[config.mk]
export PLATFORM = sky130hd
export DESIGN_NAME = updown_counter_seq
export DESIGN_NICKNAME = d
export VERILOG_FILES = /design/src/rtl/updown_counter_seq.sv
export SDC_FILE = /design/constraint.sdc
export NUM_CORES = 1
export LEC_CHECK = 0
export CAP_MARGIN = 25
export CELL_PAD_IN_SITES_DETAIL_PLACEMENT = 2
export CELL_PAD_IN_SITES_GLOBAL_PLACEMENT = 2
export CORE_ASPECT_RATIO = 1.1
export CORE_MARGIN = 1
export CORE_UTILIZATION = 25
export CTS_CLUSTER_SIZE = 28
export DETAILED_ROUTE_END_ITERATION = 8
export HOLD_SLACK_MARGIN = 0.15
export PLACE_DENSITY = 0.62
export SYNTH_ARGS = -nofsm -noshare
export SYNTH_HDL_FRONTEND = slang
export SYNTH_SLANG_ARGS = --single-unit
export TNS_END_PERCENT = 30
[constraint.sdc]
create_clock -name clk -period 2.5 [get_ports clk]
set_clock_uncertainty 0.1 [all_clocks]
set_input_delay 0.5 -clock clk [delete_from_list [all_inputs] [get_ports clk]]
set_output_delay 0.5 -clock clk [all_outputs]
set_load 0.1 [all_outputs]
[src/rtl/updown_counter_seq.sv]
// updown_counter_seq: issues load/step commands to an up/down counter
// and checks its final count against the arithmetic prediction.
module updown_counter_seq #(
  parameter int WIDTH  = 4,
  parameter int STEP_W = 8,
  parameter int PRE_W  = 8
) (
  input  logic              clk,
  input  logic              rst,
  input  logic              start,
  input  logic              abort,
  input  logic              dir,
  input  logic [WIDTH-1:0]  start_val,
  input  logic [STEP_W-1:0] steps,
  input  logic [PRE_W-1:0]  prescale,
  output logic              busy,
  output logic              done,
  output logic [WIDTH-1:0]  result,
  output logic              wrapped,
  output logic              err,
  output logic              cnt_load,
  output logic              cnt_enable,
  output logic              cnt_up_down,
  output logic [WIDTH-1:0]  cnt_data,
  input  logic [WIDTH-1:0]  cnt_count
);

  typedef enum logic [2:0] {
    S_IDLE,
    S_LOAD,
    S_RUN,
    S_SETTLE,
    S_DONE
  } state_t;

  state_t            state_q, state_d;
  logic [STEP_W-1:0] steps_q, steps_d;
  logic [STEP_W-1:0] rem_q, rem_d;
  logic [PRE_W-1:0]  pre_q, pre_d;
  logic [PRE_W-1:0]  pcnt_q, pcnt_d;
  logic              busy_q, busy_d;
  logic              done_q, done_d;
  logic [WIDTH-1:0]  result_q, result_d;
  logic              wrapped_q, wrapped_d;
  logic              err_q, err_d;
  logic              cnt_load_q, cnt_load_d;
  logic              cnt_enable_q, cnt_enable_d;
  logic              cnt_up_down_q, cnt_up_down_d;
  logic [WIDTH-1:0]  cnt_data_q, cnt_data_d;

  logic [WIDTH-1:0]  predicted;
  logic              wrap_hit;

  // cnt_data and cnt_up_down hold the captured command for its lifetime
  always_comb begin
    if (cnt_up_down_q) begin
      predicted = cnt_data_q + WIDTH'(steps_q);
    end else begin
      predicted = cnt_data_q - WIDTH'(steps_q);
    end
  end

  assign wrap_hit = cnt_up_down_q ? (cnt_count == '1)
                                  : (cnt_count == '0);

  always_comb begin
    state_d       = state_q;
    steps_d       = steps_q;
    rem_d         = rem_q;
    pre_d         = pre_q;
    pcnt_d        = pcnt_q;
    done_d        = 1'b0;
    result_d      = result_q;
    wrapped_d     = wrapped_q;
    err_d         = err_q;
    cnt_load_d    = 1'b0;
    cnt_enable_d  = 1'b0;
    cnt_up_down_d = cnt_up_down_q;
    cnt_data_d    = cnt_data_q;

    unique case (state_q)
      S_IDLE: begin
        if (start && !abort) begin
          state_d       = S_LOAD;
          steps_d       = steps;
          pre_d         = prescale;
          wrapped_d     = 1'b0;
          err_d         = 1'b0;
          cnt_load_d    = 1'b1;
          cnt_data_d    = start_val;
          cnt_up_down_d = dir;
        end
      end
      S_LOAD: begin
        if (abort) begin
          state_d = S_IDLE;
        end else begin
          pcnt_d = pre_q;
          rem_d  = steps_q;
          if (steps_q == '0) begin
            state_d = S_SETTLE;
          end else begin
            state_d      = S_RUN;
            cnt_enable_d = (pre_q == '0);
          end
        end
      end
      S_RUN: begin
        if (abort) begin
          state_d = S_IDLE;
        end else if (pcnt_q == '0) begin
          // this cycle carries an enable pulse
          pcnt_d = pre_q;
          rem_d  = rem_q - STEP_W'(1);
          if (wrap_hit) begin
            wrapped_d = 1'b1;
          end
          if (rem_q == STEP_W'(1)) begin
            state_d = S_SETTLE;
          end else begin
            cnt_enable_d = (pre_q == '0);
          end
        end else begin
          pcnt_d       = pcnt_q - PRE_W'(1);
          cnt_enable_d = (pcnt_q == PRE_W'(1));
        end
      end
      S_SETTLE: begin
        if (abort) begin
          state_d = S_IDLE;
        end else begin
          state_d  = S_DONE;
          result_d = cnt_count;
          err_d    = (cnt_count != predicted);
          done_d   = 1'b1;
        end
      end
      S_DONE: begin
        state_d = S_IDLE;
      end
      default: begin
        state_d = S_IDLE;
      end
    endcase

    busy_d = (state_d != S_IDLE);
  end

  always_ff @(posedge clk or posedge rst) begin
    if (rst) begin
      state_q       <= S_IDLE;
      steps_q       <= '0;
      rem_q         <= '0;
      pre_q         <= '0;
      pcnt_q        <= '0;
      busy_q        <= 1'b0;
      done_q        <= 1'b0;
      result_q      <= '0;
      wrapped_q     <= 1'b0;
      err_q         <= 1'b0;
      cnt_load_q    <= 1'b0;
      cnt_enable_q  <= 1'b0;
      cnt_up_down_q <= 1'b0;
      cnt_data_q    <= '0;
    end else begin
      state_q       <= state_d;
      steps_q       <= steps_d;
      rem_q         <= rem_d;
      pre_q         <= pre_d;
      pcnt_q        <= pcnt_d;
      busy_q        <= busy_d;
      done_q        <= done_d;
      result_q      <= result_d;
      wrapped_q     <= wrapped_d;
      err_q         <= err_d;
      cnt_load_q    <= cnt_load_d;
      cnt_enable_q  <= cnt_enable_d;
      cnt_up_down_q <= cnt_up_down_d;
      cnt_data_q    <= cnt_data_d;
    end
  end

  assign busy        = busy_q;
  assign done        = done_q;
  assign result      = result_q;
  assign wrapped     = wrapped_q;
  assign err         = err_q;
  assign cnt_load    = cnt_load_q;
  assign cnt_enable  = cnt_enable_q;
  assign cnt_up_down = cnt_up_down_q;
  assign cnt_data    = cnt_data_q;

endmodule

After elaboration in Yosys (flattened, before gate mapping)
Index checks and enable logic that the tools add are counted.

Bitwise operators: 1. Add/sub/neg operators: 4. Reductions and logical operators: 17. Equal/unequal tests: 13. Mux-type cells: 35.

Operators with widths (count): 8-bit 2-to-1 mux (6); 8-bit case mux with 2 select lines (2); 8-bit zero test (3); 8-bit by 1-bit equality test with 1-bit output, second input constant (2); 1-bit 2-to-1 mux (16); 8-bit by 1-bit subtractor with 8-bit output, second input constant (2); 3-bit 2-to-1 mux (5); 2-bit != test, second input constant (6); 3-bit case mux with 4 select lines (1); 3-bit by 2-bit equality test with 1-bit output, second input constant (2); 1-bit case mux with 2 select lines (3); 3-bit AND reduction (2); 2-bit nonzero test (3); 5-bit AND reduction (1); 4-bit adder (1); 4-bit equality test, second input constant (1); 4-bit zero test (1); 4-bit 2-to-1 mux (1); 4-bit != test (1); 2-bit AND reduction (2); 4-bit AND reduction (1); 4-bit subtractor (1); 3-bit by 1-bit equality test with 1-bit output, second input constant (1); 3-bit zero test (1); 5 further kinds (5).

Input bits: 29. Register bits after elaboration: 50. Word-level logic and storage cells: 84.

Logic depth before layout (Yosys ltp)
Gate-level depths: netlist of the first run.

Word-level depth: 6. Depth in mapped cells: 9. Mapped depth without buffers: 9.

Worst setup path before layout of the first run
OpenSTA, ideal clock, no wires.

Path kind: register to register. Start point: register cnt_up_down_q, in the netlist cnt_up_down. End point: register err_q, in the netlist err. Slack: -29 ps. Arrival: 2290 ps. Buffers on the path: 0. Data required time: 2262 ps. Cell stages (with the launch flop): 7. Cell sequence: dfrtp_1 -> mux2_2 -> fa_1 -> xnor2_1 -> xnor2_1 -> nor3_1 -> a31oi_1.

Word-level cells in the longest chain between the ends: 4.

Ends and longest elaborated chain: start, declared (RTL line 48) `logic cnt_up_down_q, cnt_up_down_d;`; start signal, assigned (RTL line 178) `cnt_up_down_q <= cnt_up_down_d;`; 4-bit 2-to-1 mux (RTL line 56) `if (cnt_up_down_q) begin`; 4-bit != test (RTL line 134) `err_d = (cnt_count != predicted);`; 1-bit 2-to-1 mux (RTL line 129) `if (abort) begin`; 1-bit case mux with 2 select lines (RTL line 81) `unique case (state_q)`; end signal, assigned (RTL line 175) `err_q <= err_d;`; end, declared (RTL line 45) `logic err_q, err_d;`.

Every way passes these cells. The select of a mux whose other input is x is not followed. A chain may end at the register's enable or synchronous reset.

Final worst setup path of the first run
Start point: register pcnt_q[0]. End point: register rem_q[6].

Word-level cells in the longest chain between the ends: 3.

Ends and longest elaborated chain: start, declared (RTL line 40) `logic [PRE_W-1:0] pcnt_q, pcnt_d;`; start signal, assigned (RTL line 170) `pcnt_q <= pcnt_d;`; 8-bit zero test (RTL line 111) `end else if (pcnt_q == '0) begin`; 2-bit != test (no source line); 4-bit AND reduction (no source line); end signal, assigned (RTL line 168) `rem_q <= rem_d;`; end, declared (RTL line 38) `logic [STEP_W-1:0] rem_q, rem_d;`.

Every way passes these cells.

==> metrics.log, run 1 <==
[metrics] outcome: finished, final reports clean
[metrics] synthesis-stage register bit count: 50
[metrics] CP bufs+invs: 2
[metrics] pin count of the biggest net entering global routing: 51
[metrics] cell with the largest stage delay on the worst path: or3b_2
[metrics] most frequently used flop master after synthesis: dfrtp_1
[metrics] maximum vdd ir drop: slightly below 500 uV
[metrics] Clock Tree Buf Depth: 2
[metrics] reg-to-reg critical path endpoint: rem_q[6]
[metrics] critical setup path kind: reg -> reg
[metrics] number of antenna violations at the first check in global routing: 0
[metrics] Clk Tree Root Cell: clkbuf_16
[metrics] depth of the worst register-to-register path: 7
[metrics] cell with the most instances after synthesis: nand2_1
[metrics] number of placed instances with taps included: about 480
[metrics] drt total wl: roughly 8000 um
[metrics] placed standard-cell area: roughly 3300 um^2
[metrics] slew at the pin with the worst max-slew slack: 0.877 ns
[metrics] Num CTS Buffers: 5
[metrics] insertion delay of the later-clocked pin in the worst-skew pair: 0.30 ns
[metrics] instance count on the critical path: 7
[metrics] number of enable-type register cells in the synthesized netlist: 0
[metrics] Post-CTS Setup Bufs: 0
[metrics] number of cells on the worst hold path: 1
[metrics] average wire per cell in the routed design: around 17 um
[metrics] setup repair after global routing missed its margin: no
[metrics] share of Yosys cell area claimed by the top area cell type: 0.470
[metrics] Final TNS setup: 0 ns
[metrics] overall global routing resource usage: 0.162
[metrics] total of warnings raised by yosys: 0
[metrics] max-slew violation count: 0
[metrics] most numerous cell types in the synthesized netlist: nand2_1 (71), dfrtp_1 (50), a21oi_1 (17)
[metrics] area enclosed by the die boundary: ~11,000 um^2
[metrics] final count of negative-setup-slack endpoints: 0
[metrics] post-cts sizing count: 0
[metrics] global-route wire length before repair: ~14,000 um
[metrics] CTS tree: built
[metrics] cell types with the largest area share after synthesis: dfrtp_1 (47%), nand2_1 (10%), ha_1 (3.8%), a21oi_1 (3.2%), mux2_2 (2.1%)
[metrics] number of top-level pins: 44
[metrics] proportion of register bits with asynchronous set or reset after synthesis: 1.00
[metrics] start point of the worst min-delay path: result[0]
[metrics] number of global-route vias before repair: roughly 2,600
[metrics] RD Place Congestion: 0.726
[metrics] Avg Cell Area, Syn: approximately 9 um^2
[metrics] Leak: approximately 0.0015 uW
[metrics] sequential element share of the synthesized area: 0.470
[metrics] Gate Count Post-Synth: around 290
[metrics] layout overhead on the synthesized area: 30.8%
[metrics] Detailed Place HPWL: a little under 6000 um
[metrics] hold endpoint: result[0]
[metrics] final clock period utilization by the worst path: 0.914
[metrics] ANT nets after route: 0
[metrics] Total Nets Final: between 300 and 400
[metrics] clock-pin transition on the worst setup and hold timing paths: about 0.070 ns
[metrics] dominant cell type by area after synthesis: dfrtp_1
[metrics] Arrival @ worst endpoint: ~2.4 ns
[metrics] final hold violation count: 0
[metrics] Setup crit end kind: flip-flop
[metrics] antenna cell count: 0
[metrics] HP Class: reg -> reg
[metrics] width of the chip: 100 um
[metrics] number of nets produced by synthesis: 325
[metrics] Initial Util: 0.256
[metrics] drt pass-1 iters: 6
[metrics] post-synthesis cell area: about 2700 um^2
[metrics] number of I/O port buffers: 43
[metrics] timing-limited maximum frequency: 437 MHz
[metrics] biggest cell delay along the critical path: roughly 0.53 ns
[metrics] sequence of cells on the critical path: inv_1, ha_1, or3b_2, o31ai_4, buf_4, o211ai_1, o2bb2ai_1
[metrics] post-cts hold buffer count: 0
[metrics] Critical Path Source Type: flip-flop
[metrics] area of all placed cells without fillers: about 3500 um^2
[metrics] max-cap violations: 0
[metrics] area of the core: about 10,000 um^2
[metrics] filler cell count in the final layout: 1,169
[metrics] max-slew headroom at the worst pin: 0.410
[metrics] H-Tree Depth: 2
[metrics] mean number of vias per cell: roughly 5
[metrics] layout cell share with drive strength beyond 1: 0.152
[metrics] family with the most delay on the worst path: compound AO/OA/AOI/OAI gates
[metrics] power density relative to cell area: roughly 1000 nW/um^2
[metrics] CP required: about 2.6 ns
[metrics] CTS Sinks: 50
[metrics] initial detailed-routing violation count: just over 80
[metrics] biggest fanout along the worst timing path: 6
[metrics] die outline height: roughly 110 um
[metrics] Register-to-Register Setup Slack: between 0.2 and 0.25 ns
[metrics] Cell Count, Final, Fillers Out: ~480
[metrics] detailed-route DRC error count: 0
[metrics] total congestion overflow after global routing: 0
[metrics] number of distinct library cell variants in the gate-level netlist after synthesis: 50
[metrics] launch instance of the worst register-to-register path: pcnt_q[0]
[metrics] final critical delay including setup and external delays: approximately 2.3 ns
[metrics] placement row count: 39
[metrics] final hold slack: around 0.42 ns
[metrics] routed vias: 2,367
==> worst max-delay path by stage <==
| stage | to | slack (ns) | from |
|---|---|---|---|
| floorplan | err | 0.21 | cnt_data[0] |
| global placement | rem_q[6] | 0.18 | pcnt_q[0] |
| detailed placement | rem_q[6] | 0.14 | pcnt_q[0] |
| CTS | rem_q[6] | 0.12 | pcnt_q[0] |
| global route | rem_q[6] | 0.04 | pcnt_q[0] |
| finish | rem_q[6] | 0.21 | pcnt_q[0] |
==> routing by layer <==
metal  GRT usage  up-vias  part of all wire
met5           0        -                 0
met4      0.0404        0            0.0056
met3      0.0340        4             0.028
met2       0.270       31              0.48
met1       0.214     1205              0.48
li1            -     1127                 -
==> final cells by class <==
class,instances,area [um^2],share of cell area
clock buffer,5,125,0.0359
multi-input combinational,217,1340,0.384
inverter,9,33.8,0.00970
clock inverter,3,45.0,0.0129
tap,143,179,0.0514
sequential,50,1250,0.360
timing repair buffer,57,510,0.147
==> metrics by stage <==
step | total power [uW] | utilization | setup WS [ns]
after CTS | 3660 | 0.335 | 0.116
after detailed placement | 2830 | 0.319 | 0.140
after global placement | 2780 | 0.319 | 0.183
after global routing | 3840 | 0.335 | 0.0358
final | 3600 | 0.335 | 0.214
after floorplan | 2340 | - | 0.211
==> logic make-up (layout without fill, tap and decap cells) <==
kind of cell / count (synthesis) / count (layout) / share of synthesized area
adders and majority gates: 9 / 9 / 0.0451
DFF: 50 / 50 / 0.470
and+or+nand+nor: 126 / 126 / 0.225
AOI/OAI and AO/OA: 65 / 65 / 0.163
xor gates and xnor gates: 9 / 9 / 0.0348
muxes: 8 / 8 / 0.0343
buffers and inverters: 20 / 74 / 0.0282
==> power by group <==
part | switching, uW | internal [uW] | total [uW] | leakage [uW]
clock | 325 | 473 | 798 | 0.0000760
combinational | 902 | 573 | 1480 | 0.000830
sequential | 283 | 1040 | 1320 | 0.000628
total | 1510 | 2090 | 3600 | 0.00153
==> state kept, by name, summed over array words and instances, names as in the netlist <==
name / cells
rem_q: 8
cnt_up_down: 1
wrapped: 1
err: 1
pcnt_q: 8
steps_q: 8
pre_q: 8
cnt_enable: 1
busy: 1
state_q: 3
cnt_load: 1
done: 1
cnt_data: 4
result: 4
==> cell usage in the layout (no fill, tap or decap), types with 3 or more instances in the layout <==
| master | n |
|---|---|
| a21oi_1 | 17 |
| a31oi_1 | 7 |
| buf_4 | 28 |
| clkbuf_16 | 5 |
| clkdlybuf4s50_1 | 28 |
| dfrtp_1 | 49 |
| ha_1 | 8 |
| inv_1 | 6 |
| mux2_2 | 5 |
| nand2_1 | 71 |
| nand2b_1 | 5 |
| nand3_1 | 6 |
| nor2_1 | 12 |
| nor3_1 | 6 |
| nor4_1 | 5 |
| o211ai_1 | 3 |
| o21ai_0 | 6 |
| o21ai_1 | 7 |
| o2bb2ai_1 | 6 |
| or4_1 | 4 |
| xnor2_1 | 3 |
| xor2_1 | 5 |
Power figures use the tool's default switching activity.
==> run 2: changes to the inputs <==
GPL_ROUTABILITY_DRIVEN = 1   (was unset)
==> results of run 2 <==
Final layout, timing and power as in run 1 (identical DEF).
==> run 3: changes to the inputs <==
ABC_CLOCK_PERIOD_IN_PS = 2500   (was unset)
==> results of run 3 <==
Final layout, timing and power as in run 1 (identical DEF).
